### config.mk
export PLATFORM = sky130hd
export DESIGN_NAME = ds_operand_ctrl
export DESIGN_NICKNAME = d
export VERILOG_FILES = /design/src/rtl/ds_operand_ctrl.sv
export SDC_FILE = /design/constraint.sdc
export NUM_CORES = 1
export LEC_CHECK = 0
export BUFFER_PORTS_ARGS = -buffer_cell sky130_fd_sc_hd__buf_2
export CAP_MARGIN = 5
export CORE_AREA = 5 5 169 171
export CTS_BUF_LIST = sky130_fd_sc_hd__clkbuf_4 sky130_fd_sc_hd__clkbuf_8
export DETAILED_ROUTE_END_ITERATION = 8
export DIE_AREA = 0 0 174 176
export PLACE_DENSITY = 0.54
export SLEW_MARGIN = 30
export SYNTH_ARGS = -nofsm -noshare
export SYNTH_HDL_FRONTEND = slang
export SYNTH_SLANG_ARGS = --single-unit
export TNS_END_PERCENT = 5
### constraint.sdc
create_clock -name clk -period 2.6 [get_ports clk]
set_input_delay 0.39 -clock clk [delete_from_list [all_inputs] [get_ports clk]]
set_output_delay 0.39 -clock clk [all_outputs]
set_load 0.05 [all_outputs]
### src/rtl/ds_operand_ctrl.sv
// Decode-stage control: ID pipeline register, per-source operand forwarding and hazard stall.
// Define DS_SCOREBOARD_EN to add the pending-write scoreboard, lw_* forwarding and the WAW stall.
module ds_operand_ctrl #(
  parameter int NUM_FWD   = 3,
  parameter int NUM_SRC   = 2,
  parameter int DATA_W    = 32,
  parameter int PAYLOAD_W = 64
) (
  input  logic                      clk,
  input  logic                      reset,
  input  logic                      fs2ds_valid,
  input  logic [PAYLOAD_W-1:0]      fs2ds_payload,
  output logic                      ds_allowin,
  input  logic                      es_allowin,
  output logic                      ds2es_valid,
  output logic                      ds_valid,
  output logic [PAYLOAD_W-1:0]      ds_payload,
  input  logic                      flush,
  input  logic [NUM_SRC*5-1:0]      src_addr,
  input  logic [NUM_SRC-1:0]        src_used,
  input  logic [NUM_SRC*DATA_W-1:0] rf_rdata,
  output logic [NUM_SRC*DATA_W-1:0] src_value,
  input  logic [4:0]                ds_dest,
  input  logic                      ds_gr_we,
  input  logic                      ds_long_op,
  input  logic [NUM_FWD-1:0]        fwd_valid,
  input  logic [NUM_FWD-1:0]        fwd_we,
  input  logic [NUM_FWD-1:0]        fwd_ok,
  input  logic [NUM_FWD*5-1:0]      fwd_dest,
  input  logic [NUM_FWD*DATA_W-1:0] fwd_data,
  input  logic                      lw_done,
  input  logic [4:0]                lw_addr,
  input  logic [DATA_W-1:0]         lw_data,
  output logic                      ready_go
);

  logic [31:0]        pending;
  logic [NUM_SRC-1:0] src_hazard;
  logic               waw;
  logic               lw_valid;

`ifdef DS_SCOREBOARD_EN
  logic [31:0] pending_nxt;
  logic        sb_set;

  assign lw_valid = lw_done;
  assign sb_set   = ds2es_valid & es_allowin & ds_long_op & ds_gr_we & (ds_dest != 5'd0);
  assign waw      = ds_gr_we & (ds_dest != 5'd0) & pending[ds_dest];

  // set is applied after clear so a same-cycle issue to the same register wins
  always_comb begin
    pending_nxt = pending;
    if (lw_done) pending_nxt[lw_addr] = 1'b0;
    if (sb_set)  pending_nxt[ds_dest] = 1'b1;
    pending_nxt[0] = 1'b0;
  end

  always_ff @(posedge clk) begin
    if (reset) pending <= '0;
    else       pending <= pending_nxt;
  end
`else
  logic unused_lw;

  assign lw_valid  = 1'b0;
  assign waw       = 1'b0;
  assign pending   = '0;
  assign unused_lw = &{1'b0, lw_done, ds_dest, ds_gr_we, ds_long_op};
`endif

  for (genvar i = 0; i < NUM_SRC; i++) begin : g_src
    logic [4:0]        addr;
    logic              lw_hit;
    logic              fwd_hit;
    logic              fwd_rdy;
    logic [DATA_W-1:0] value;

    assign addr   = src_addr[i*5 +: 5];
    assign lw_hit = lw_valid & (lw_addr == addr) & (addr != 5'd0);

    // walk oldest to youngest so the youngest matching stage is the last writer
    always_comb begin
      fwd_hit = 1'b0;
      fwd_rdy = 1'b1;
      value   = lw_hit ? lw_data : rf_rdata[i*DATA_W +: DATA_W];
      for (int k = NUM_FWD-1; k >= 0; k--) begin
        if (fwd_valid[k] & fwd_we[k] & (fwd_dest[k*5 +: 5] == addr) & (addr != 5'd0)) begin
          fwd_hit = 1'b1;
          fwd_rdy = fwd_ok[k];
          value   = fwd_data[k*DATA_W +: DATA_W];
        end
      end
    end

    assign src_value[i*DATA_W +: DATA_W] = value;
    assign src_hazard[i] = src_used[i] & (fwd_hit ? ~fwd_rdy : (pending[addr] & ~lw_hit));
  end

  assign ready_go    = ~ds_valid | ~((|src_hazard) | waw);
  assign ds_allowin  = ~ds_valid | (ready_go & es_allowin);
  assign ds2es_valid = ds_valid & ready_go;

  always_ff @(posedge clk) begin
    if (reset | flush)   ds_valid <= 1'b0;
    else if (ds_allowin) ds_valid <= fs2ds_valid;
  end

  always_ff @(posedge clk) begin
    if (reset)                           ds_payload <= '0;
    else if (fs2ds_valid & ds_allowin)   ds_payload <= fs2ds_payload;
  end

endmodule

==> impl_metrics.ini, run 1 <==
[synthesis]
synthCells = 671
synthMuxAreaShare_pct = 23.63
yosysTopAreaCell = dfxtp_1
synth-edff-count = 0
synth_warnings = 0
synth_top_area_share_pct = 24.00
synthXorXnorAreaFrac_pct = 4.847
syn_nets = 981
synthSimpleGateAreaFrac_pct = 24.95
ys_seq_area_share_pct = 24.00
synth_top_family_by_area = simple AND/OR/NAND/NOR gates
netlist_area_sq_um = 5421
synth-seq-cells = 65
synth-async-reset-ratio_pct = 0
synthAdderAreaFrac_pct = 0
synth_cell_types = 31
synth_flop_cell = dfxtp_1
synth_area_per_cell_sq_um = 8.080
synth_area_leaders = dfxtp_1 (24%), mux2i_1 (24%), nand2b_1 (15%), o21ai_0 (6.0%), nand2_1 (4.8%)
synth_compound_area_share_pct = 16.39

[clock_network]
clkLatencyLatePin_ns = 0.34
clockRootBuffer = clkbuf_8
clockBufferDepth = 2
numCtsBuffers = 9
clk_pin_slew_ns = 0.07
htree_levels = 3
cts_sinks = 65
tritoncts = done

[sta]
max_freq_mhz = 351.6
setup_viol_count_final = 66
setup_tns_ns = -9.042
worst_slack_ns = -0.2438
period_needed_ns = 2.844
max_slew_margin_pct = 71.04
period_share_pct = 109.4
final_hold_viol_count = 0
worst_slew_pin_slew_ns = 0.4311
finalHoldWorstSlack_ns = 0.2104
skew_ns = 0.006824
rsz0062_at_grt = yes
drv_slew = 0

[detailed_routing]
via_per_inst = 4.470
drc_errors = 0
wl_mm = 26.07
num_vias = 6597
drt_iter0_drc = 253
detail_route.first_pass.iterations = 4
ant_nets = 0
wl_per_cell_um = 17.66

[grt]
antenna_found_initial = 1
gr-total-overflow = 0
grt_pass1_vias = 6596
grt_use_total_pct = 14.95
grt_max_degree = 130
grt_pass1_wl_mm = 36.81

[critical_path]
crit_chain = buf_4, or4_4, nor2_4, nor4_4, buf_12, buf_12, buf_12, buf_4, mux2i_1, nand2_1, o21ai_0, o21ai_2, buf_6
cp_num_cells = 13
worst-path-max-fanout = 6
critPathMostFrequentCell = buf_12
start_kind = primary input
critical_path.top_delay_family = simple AND/OR/NAND/NOR gates
max_stage_delay_ns = 0.54
required_ns = 2.21
slowest_stage = or4_4
worstSetupPathType = primary input to primary output
arrival_ns = 2.45
end_kind = primary output
r2r_cells = 4
path_buf_inv = 6

[finish]
antenna_cells = 0
final_nets = 1440
syn2layout_area_growth_pct = 82.81
finalCoreUtilization_pct = 37.08
drive_gt1_share_pct = 53.83

[run]
drv_cap = 0

[placed_design]
gp_congestion = 0.8706
hpwl_mm = 19.68
portBuffers = 396

[outcome]
status = complete, but fails checks
violations = negative setup slack

[power]
power.density_nw_per_um2 = 362.1
power_w = 0.003589
max-vdd-ir-drop_mv = 0.1951
leakage_nw = 5.002

[die]
io-pin-count = 442
num_rows = 60
core_sq_um = 26730
chipHeight_um = 176
die_w_um = 174
dieArea_sq_um = 30620
initial_core_util_pct = 20.29

[min_path]
worstHoldPathType = primary input to register
hold_depth = 2
-- cells in the final DEF (no fill, tap or decap), drive strengths merged --
| cell | synthesis | routed |
|---|---|---|
| xor2 | 10 | 10 |
| nand2b | 128 | 128 |
| a21bo | 2 | 2 |
| o22ai | 2 | 2 |
| bufbuf | 0 | 2 |
| nand4 | 3 | 3 |
| a211oi | 33 | 33 |
| nand2 | 70 | 70 |
| or4 | 3 | 3 |
| buf | 19 | 496 |
| nor4bb | 1 | 1 |
| clkinv | 0 | 4 |
| nor2 | 37 | 37 |
| clkinvlp | 0 | 1 |
| or3 | 1 | 1 |
| mux2i | 128 | 128 |
| inv | 3 | 3 |
| a311oi | 2 | 2 |
| dfxtp | 65 | 65 |
| nand3b | 1 | 1 |
| xnor2 | 20 | 20 |
| nand3 | 3 | 3 |
| nor3 | 2 | 2 |
| clkbuf | 36 | 16 |
| nor4 | 5 | 5 |
| o21ai | 65 | 65 |
| a21o | 32 | 32 |
-- per-stage QoR --
| stage | area (sq um) | setup slack, ns | instances |
|---|---|---|---|
| 2_1_floorplan | 5563 | -0.06691 | 671 |
| 3_3_place_gp | 8786 | -0.3686 | 1436 |
| 3_5_place_dp | 8786 | -0.3847 | 1436 |
| 4_1_cts | 9290 | -0.2076 | 1459 |
| 5_1_grt | 9911 | -0.3037 | 1476 |
| 6_report | 9911 | -0.2438 | 1476 |
-- sequential cells by signal, summed over array words and instances, names as in the netlist --
| name | cells |
|---|---|
| ds_payload | 64 |
| ds_valid | 1 |
-- power breakdown --
part           switching [W]  leakage [nW]  internal (W)  total, W
registers          0.0000387         0.538       0.00107   0.00111
logic                0.00101          4.37      0.000700   0.00171
clock network       0.000394        0.0925      0.000379  0.000773
total                0.00144          5.00       0.00215   0.00359
-- layout make-up --
cell class	count	area, sq um
clock buffer	11	145.1
clock inverter	5	31.28
fill	2754	16810
inverter	3	11.26
multi-input combinational	548	4229
sequential	65	1301
tap	341	426.7
timing repair buffer	503	3766
-- metal layers --
metal  global-route usage [%]  wire [um]  part of all wire, %
met5                        0          7                0.027
met2                    25.61      12470                   48
met1                    17.51      10420                   40
met3                    4.347       2169                  8.3
met4                    6.269       1005                  3.9
-- cells in the mapped netlist, types with 6 or more instances --
| cell | count |
|---|---|
| xor2_1 | 10 |
| nor2_1 | 35 |
| a211oi_1 | 33 |
| mux2i_1 | 128 |
| buf_2 | 7 |
| nand2b_1 | 128 |
| clkbuf_1 | 36 |
| buf_12 | 6 |
| nand2_1 | 70 |
| o21ai_0 | 65 |
| a21o_1 | 32 |
| xnor2_1 | 20 |
| dfxtp_1 | 65 |
-- cells by family after synthesis --
group | Yosys count
simple gates | 254
compound gates | 136
mux | 128
flops | 65
buf+inv | 58
xor+xnor | 30
-- worst reg2reg max path, delay by kind of cell (launching register included) --
family | cells | cell delay, ns
multiplexers | 1 | 0.22
flip-flops | 1 | 0.38
AO/OA/AOI/OAI | 1 | 0.21
buffers and inverters | 2 | 0.37
-- what timing repair did --
action                     CTS  global route
buffers inserted             3            13
hold buffers                 0             0
resized for setup           54           135
setup endpoints to repair   67            75
pin swaps                    4            20
gates cloned                 4             4
-- final timing paths --
| path | start | endpoint | slack [ns] |
|---|---|---|---|
| worst min register to register | ds_payload[30]$_SDFFE_PP0P_ | ds_payload[30]$_SDFFE_PP0P_ | 0.47 |
| worst min-delay path | flush | ds_valid$_SDFFE_PP0P_ | 0.21 |
| worst max register to register | ds_valid$_SDFFE_PP0P_ | ds_payload[42]$_SDFFE_PP0P_ | 1.33 |
| worst max-delay path | src_addr[7] | src_value[62] | -0.24 |
(Power assumes the default switching activity.)
==> run 2, diff against run 1 <==
--- a/config.mk
+++ b/config.mk
@@ -5,12 +5,13 @@
 export SDC_FILE = /design/constraint.sdc
 export NUM_CORES = 1
 export LEC_CHECK = 0
+export ABC_AREA = 1
 export BUFFER_PORTS_ARGS = -buffer_cell sky130_fd_sc_hd__buf_2
 export CAP_MARGIN = 5
-export CORE_AREA = 5 5 169 171
+export CORE_AREA = 5 5 171 173
 export CTS_BUF_LIST = sky130_fd_sc_hd__clkbuf_4 sky130_fd_sc_hd__clkbuf_8
 export DETAILED_ROUTE_END_ITERATION = 8
-export DIE_AREA = 0 0 174 176
+export DIE_AREA = 0 0 176 178
 export PLACE_DENSITY = 0.54
 export SLEW_MARGIN = 30
 export SYNTH_ARGS = -nofsm -noshare
==> impl_metrics.ini, run 2 <==
[synthesis]
synth-async-reset-ratio_pct = 0
synth_area_leaders = dfxtp_1 (24%), nand2_1 (16%), nor2_1 (9.8%), nand3_1 (9.6%), o211ai_1 (8.8%)
synth_top_family_by_area = simple AND/OR/NAND/NOR gates
synthXorXnorAreaFrac_pct = 1.266
synth-edff-count = 0
yosysTopAreaCell = dfxtp_1
netlist_area_sq_um = 5534
ys_seq_area_share_pct = 23.51
synth_warnings = 0
synth_area_per_cell_sq_um = 5.670
synth-seq-cells = 65
synth_flop_cell = dfxtp_1
synth.most_common_cell = nand2_1
synthAdderAreaFrac_pct = 0
synthCells = 976
synthMuxAreaShare_pct = 0
syn_nets = 1286
synth_cell_types = 24
synth_compound_area_share_pct = 22.56
ys_top_cells_by_count = nand2_1 (229), nor2_1 (145), inv_1 (123)
synthSimpleGateAreaFrac_pct = 36.63
synth_top_area_share_pct = 23.51

[grt]
grt_use_total_pct = 15.63
gr-total-overflow = 0
grt_max_degree = 130
antenna_found_initial = 4
grt_pass1_wl_mm = 39.24
grt_pass1_vias = 7277

[die]
die_w_um = 176
initial_core_util_pct = 20.14
num_rows = 61
io-pin-count = 442
chipHeight_um = 178
dieArea_sq_um = 31330
core_sq_um = 27480

[finish]
drive_gt1_share_pct = 34.66
final_nets = 1642
largest_reg_flops = 64
n_fill_cell = 3120
finalCoreUtilization_pct = 30.05
regMostFlops = ds_payload
final_cell_area_sq_um = 8258
layout_common_cells = buf_2 (386), nand2_1 (227), nor2_1 (142), inv_1 (123), nand3_1 (106)
reg_top3 = ds_payload (64), ds_valid (1)
layout.cells.most_common = buf_2
fin_cells = 1686
syn2layout_area_growth_pct = 49.22

[power]
p_sw_w = 0.001416
power.share.combinational_pct = 41.3
leakage_nw = 4.412
power.density_nw_per_um2 = 426.1
p_int_w = 0.002103
p_clk_share_pct = 27.2
power_w = 0.003519
p_sw_share_pct = 40.24
pwr-share-seq_pct = 31.5
max-vdd-ir-drop_mv = 0.2173

[clock_network]
clk_pin_slew_ns = 0.07
clkLatencyLatePin_ns = 0.34
cts_setup_buffers = 0
clockBufferDepth = 2
tritoncts = done
numCtsBuffers = 9
cts_sinks = 65
cts_hold_buf = 0
clockRootBuffer = clkbuf_8
htree_levels = 3
post_cts_resized = 0

[sta]
setup_tns_ns = 0
setup_viol_count_final = 0
skew_ns = 0.005268
rsz0062_at_grt = yes
period_needed_ns = 2.475
max_slew_margin_pct = 65.34
max_freq_mhz = 404.0
drv_slew = 0
period_share_pct = 95.21
worst_slew_pin_slew_ns = 0.5199
final_hold_viol_count = 0

[min_path]
hp-start = flush
hold_depth = 2
whs_endpoint = ds_valid$_SDFFE_PP0P_
worstHoldPathType = primary input to register

[critical_path]
required_ns = 2.21
rr_startpoint = ds_valid$_SDFFE_PP0P_
start_kind = primary input
r2r_end = ds_payload[24]$_SDFFE_PP0P_
end_kind = primary output
arrival_ns = 2.09
worstSetupPathType = primary input to primary output
reg2reg_slack_ns = 1.42
worst-path-max-fanout = 64
r2r_cells = 5
startpoint = src_addr[0]

[detailed_routing]
wl_per_cell_um = 15.37
ant_nets = 0
highest_layer = met4
detail_route.first_pass.iterations = 5
met2_length_mm = 12.64
dr_wl_met3_mm = 2.194
drc_errors = 0
via_per_inst = 4.583
drt_iter0_drc = 455
num_vias = 7727
met1_length_mm = 10.33
wl_mm = 25.91

[outcome]
status = completed

[placed_design]
hpwl_mm = 20.68
dpl.cell_count = 1667
placed_cell_area_sq_um = 8006
gp_congestion = 0.8858
portBuffers = 396

[run]
drv_cap = 0
-- run 2: cell families after synthesis --
| family | after synthesis |
|---|---|
| XOR/XNOR | 8 |
| AND/OR/NAND/NOR | 493 |
| AO/OA/AOI/OAI | 201 |
| buffers and inverters | 209 |
| flip-flops | 65 |
-- run 2: layout make-up --
| cell class | instances | area, sq um | share of cell area, % |
|---|---|---|---|
| Clock buffer | 12 | 152.6 | 1.848 |
| Timing Repair Buffer | 422 | 2402 | 29.09 |
| Inverter | 132 | 495.5 | 6.000 |
| Clock inverter | 3 | 65.06 | 0.7879 |
| Antenna cell | 4 | 10.01 | 0.1212 |
| Sequential cell | 65 | 1301 | 15.76 |
| Tap cell | 346 | 432.9 | 5.242 |
| Multi-Input combinational cell | 702 | 3398 | 41.15 |
-- run 2: metrics by stage --
stage               setup slack [ns]  hold slack (ns)
global route               -0.008055           0.1799
global placement             0.06215           0.4555
finish                        0.1246           0.2198
CTS                          0.07370           0.1836
detailed placement           0.08192           0.4622
floorplan                   -0.08198           0.4668
-- run 2: power groups by stage --
stage / sequential, W / clock, W / combinational, W
6_report: 0.00111 / 0.000959 / 0.00145
3_5_place_dp: 0.00113 / 0 / 0.00146
3_3_place_gp: 0.00113 / 0 / 0.00145
2_1_floorplan: 0.00139 / 0 / 0.000679
4_1_cts: 0.00111 / 0.00101 / 0.00146
5_1_grt: 0.00112 / 0.00105 / 0.00157
-- run 2: worst max-delay path, stage by stage --
cell and delay [ns]:
buf_2 0.13, nor2_1 0.13, nand2_1 0.08, nor2_2 0.21
inv_2 0.05, nand3_1 0.11, nor2_4 0.07, buf_12 0.19
nand2_1 0.09, o211ai_1 0.09, a31oi_1 0.19, buf_2 0.30
-- run 2: worst max path at each step --
| stage | end | slack, ns | depth (start not counted) |
|---|---|---|---|
| detailed placement | src_value[60] | 0.08 | 11 |
| global route | src_value[43] | -0.008 | 10 |
| CTS | src_value[53] | 0.07 | 11 |
| finish | src_value[4] | 0.12 | 12 |
| global placement | src_value[53] | 0.06 | 13 |
| floorplan | src_value[26] | -0.08 | 9 |
-- run 2: routing by layer --
metal / vias up / track usage [%]
li1: 3903 / -
met1: 3436 / 18.97
met2: 344 / 26.63
met3: 44 / 4.451
met4: 0 / 5.328
met5: - / 0
==> run 3, diff against run 2 <==
--- a/config.mk
+++ b/config.mk
@@ -8,11 +8,11 @@
 export ABC_AREA = 1
 export BUFFER_PORTS_ARGS = -buffer_cell sky130_fd_sc_hd__buf_2
 export CAP_MARGIN = 5
-export CORE_AREA = 5 5 171 173
+export CORE_AREA = 5 5 167 169
 export CTS_BUF_LIST = sky130_fd_sc_hd__clkbuf_4 sky130_fd_sc_hd__clkbuf_8
 export DETAILED_ROUTE_END_ITERATION = 8
-export DIE_AREA = 0 0 176 178
-export PLACE_DENSITY = 0.54
+export DIE_AREA = 0 0 172 174
+export PLACE_DENSITY = 0.56
 export SLEW_MARGIN = 30
 export SYNTH_ARGS = -nofsm -noshare
 export SYNTH_HDL_FRONTEND = slang
==> impl_metrics.ini, run 3 (same netlist as run 2, synthesis figures left out) <==
[grt]
antenna_found_initial = 1
gr-total-overflow = 0
grt_pass1_wl_mm = 37.65
grt_use_total_pct = 15.37
grt_max_degree = 71
grt_pass1_vias = 7239

[critical_path]
critical_path.top_delay_family = buffers and inverters
path_buf_inv = 5
arrival_ns = 2.09
worstSetupPathType = primary input to primary output
critPathMostFrequentCell = buf_2
slowest_stage = nor2_4
worst-path-max-fanout = 43
max_stage_delay_ns = 0.34
start_kind = primary input
end_kind = primary output
crit_chain = buf_2, inv_1, nand2_1, nor2_2, inv_2, nand3_1, nor2_4, buf_12, o211ai_1, a31oi_1, buf_2
required_ns = 2.21

[finish]
reg_top3 = ds_payload (64), ds_valid (1)
final_cell_area_sq_um = 8262
layout_common_cells = buf_2 (391), nand2_1 (227), nor2_1 (142), inv_1 (123), nand3_1 (106)
regMostFlops = ds_payload
largest_reg_flops = 64
final_nets = 1658
n_fill_cell = 3065
syn2layout_area_growth_pct = 49.29
layout.cells.most_common = buf_2
drive_gt1_share_pct = 35.40

[die]
chipHeight_um = 174
initial_core_util_pct = 20.94
num_rows = 60
dieArea_sq_um = 29930
io-pin-count = 442
die_w_um = 172
core_sq_um = 26430

[clock_network]
clkLatencyLatePin_ns = 0.35
clockRootBuffer = clkbuf_8
numCtsBuffers = 9
tritoncts = done
clockBufferDepth = 2
clk_pin_slew_ns = 0.07
cts_sinks = 65
htree_levels = 3

[sta]
max_slew_margin_pct = 63.93
max_freq_mhz = 403.1
setup_viol_count_final = 0
worst_slew_pin_slew_ns = 0.5402
skew_ns = 0.008752
drv_slew = 0
rsz0062_at_grt = no
worst_slack_ns = 0.1191
period_share_pct = 95.42
period_needed_ns = 2.481
final_hold_viol_count = 0

[min_path]
worstHoldPathType = primary input to register

[power]
p_clk_share_pct = 26.0
p_sw_w = 0.001452
p_int_w = 0.001983
leakage_nw = 4.443
max-vdd-ir-drop_mv = 0.2428
p_sw_share_pct = 42.27
power.density_nw_per_um2 = 415.8
power.share.combinational_pct = 41.8
pwr-share-seq_pct = 32.2

[detailed_routing]
drt_iter0_drc = 412
num_vias = 7739
wl_per_cell_um = 14.68
ant_nets = 0
detail_route.first_pass.iterations = 5
via_per_inst = 4.566
drc_errors = 0
wl_mm = 24.89

[placed_design]
placed_cell_area_sq_um = 8038
place_ws_ns = 0.1028
gp_congestion = 0.9120
hpwl_mm = 20.11
portBuffers = 396

[run]
drv_cap = 0

[outcome]
status = completed
## run 3: cell count changes in the layout (fill, tap and decap cells not counted), sizes merged
cell      change
buf          +16
diode         -3
clkbuf        -2
clkinv        +2
clkinvlp      +2
bufinv        -1
## run 3: final timing paths
kind,startpoint,endpoint,slack [ns],cells after the start
max,src_addr[3],src_value[12],0.12,11
min,flush,ds_valid$_SDFFE_PP0P_,0.21,2
max reg2reg,ds_valid$_SDFFE_PP0P_,ds_payload[50]$_SDFFE_PP0P_,1.31,5
min reg2reg,ds_payload[30]$_SDFFE_PP0P_,ds_payload[30]$_SDFFE_PP0P_,0.48,2
## run 3: per-stage QoR
stage | TNS [ns] | total power (W) | hold WS [ns] | std cells | utilization (%)
6_report | 0 | 0.003436 | 0.2054 | 1695 | 31.26
3_3_place_gp | 0 | 0.002563 | 0.4573 | 1678 | 30.42
4_1_cts | 0 | 0.003476 | 0.1829 | 1694 | 31.19
2_1_floorplan | -3.020 | 0.002073 | 0.4668 | 976 | -
5_1_grt | 0 | 0.003636 | 0.1761 | 1695 | 31.26
3_5_place_dp | 0 | 0.002569 | 0.4610 | 1678 | 30.42
## run 3: power groups by stage
stage	Clock [W]	Combinational, W	Sequential [W]
floorplan	0	0.000679	0.00139
global placement	0	0.00143	0.00113
detailed placement	0	0.00144	0.00113
CTS	0.000927	0.00144	0.00111
global route	0.000979	0.00154	0.00112
finish	0.000892	0.00144	0.00111
## run 3: layer usage
| metal | GRT usage (%) | part of all wire, % | vias up |
|---|---|---|---|
| li1 | - | - | 3942 |
| met3 | 3.798 | 8.1 | 50 |
| met4 | 5.077 | 3.2 | 0 |
| met1 | 18.30 | 40 | 3436 |
| met2 | 26.81 | 48 | 311 |
| met5 | 0 | 0 | - |
## run 3: final cells by class
cell class / instances / area (sq um) / area share [%]
Inverter: 132 / 495.5 / 5.997
Timing Repair Buffer: 438 / 2439 / 29.52
Antenna cell: 1 / 2.502 / 0.03029
Clock inverter: 6 / 67.56 / 0.8178
Multi-Input combinational cell: 702 / 3392 / 41.06
Sequential cell: 65 / 1301 / 15.75
Tap cell: 341 / 426.7 / 5.164
Clock buffer: 10 / 137.6 / 1.666
## run 3: what timing repair did
item                                    4_1_cts  5_1_grt
endpoints found under the setup margin        0       19
hold buffers                                  0        0
gates resized for setup                       0        7
buffers inserted                              0        0
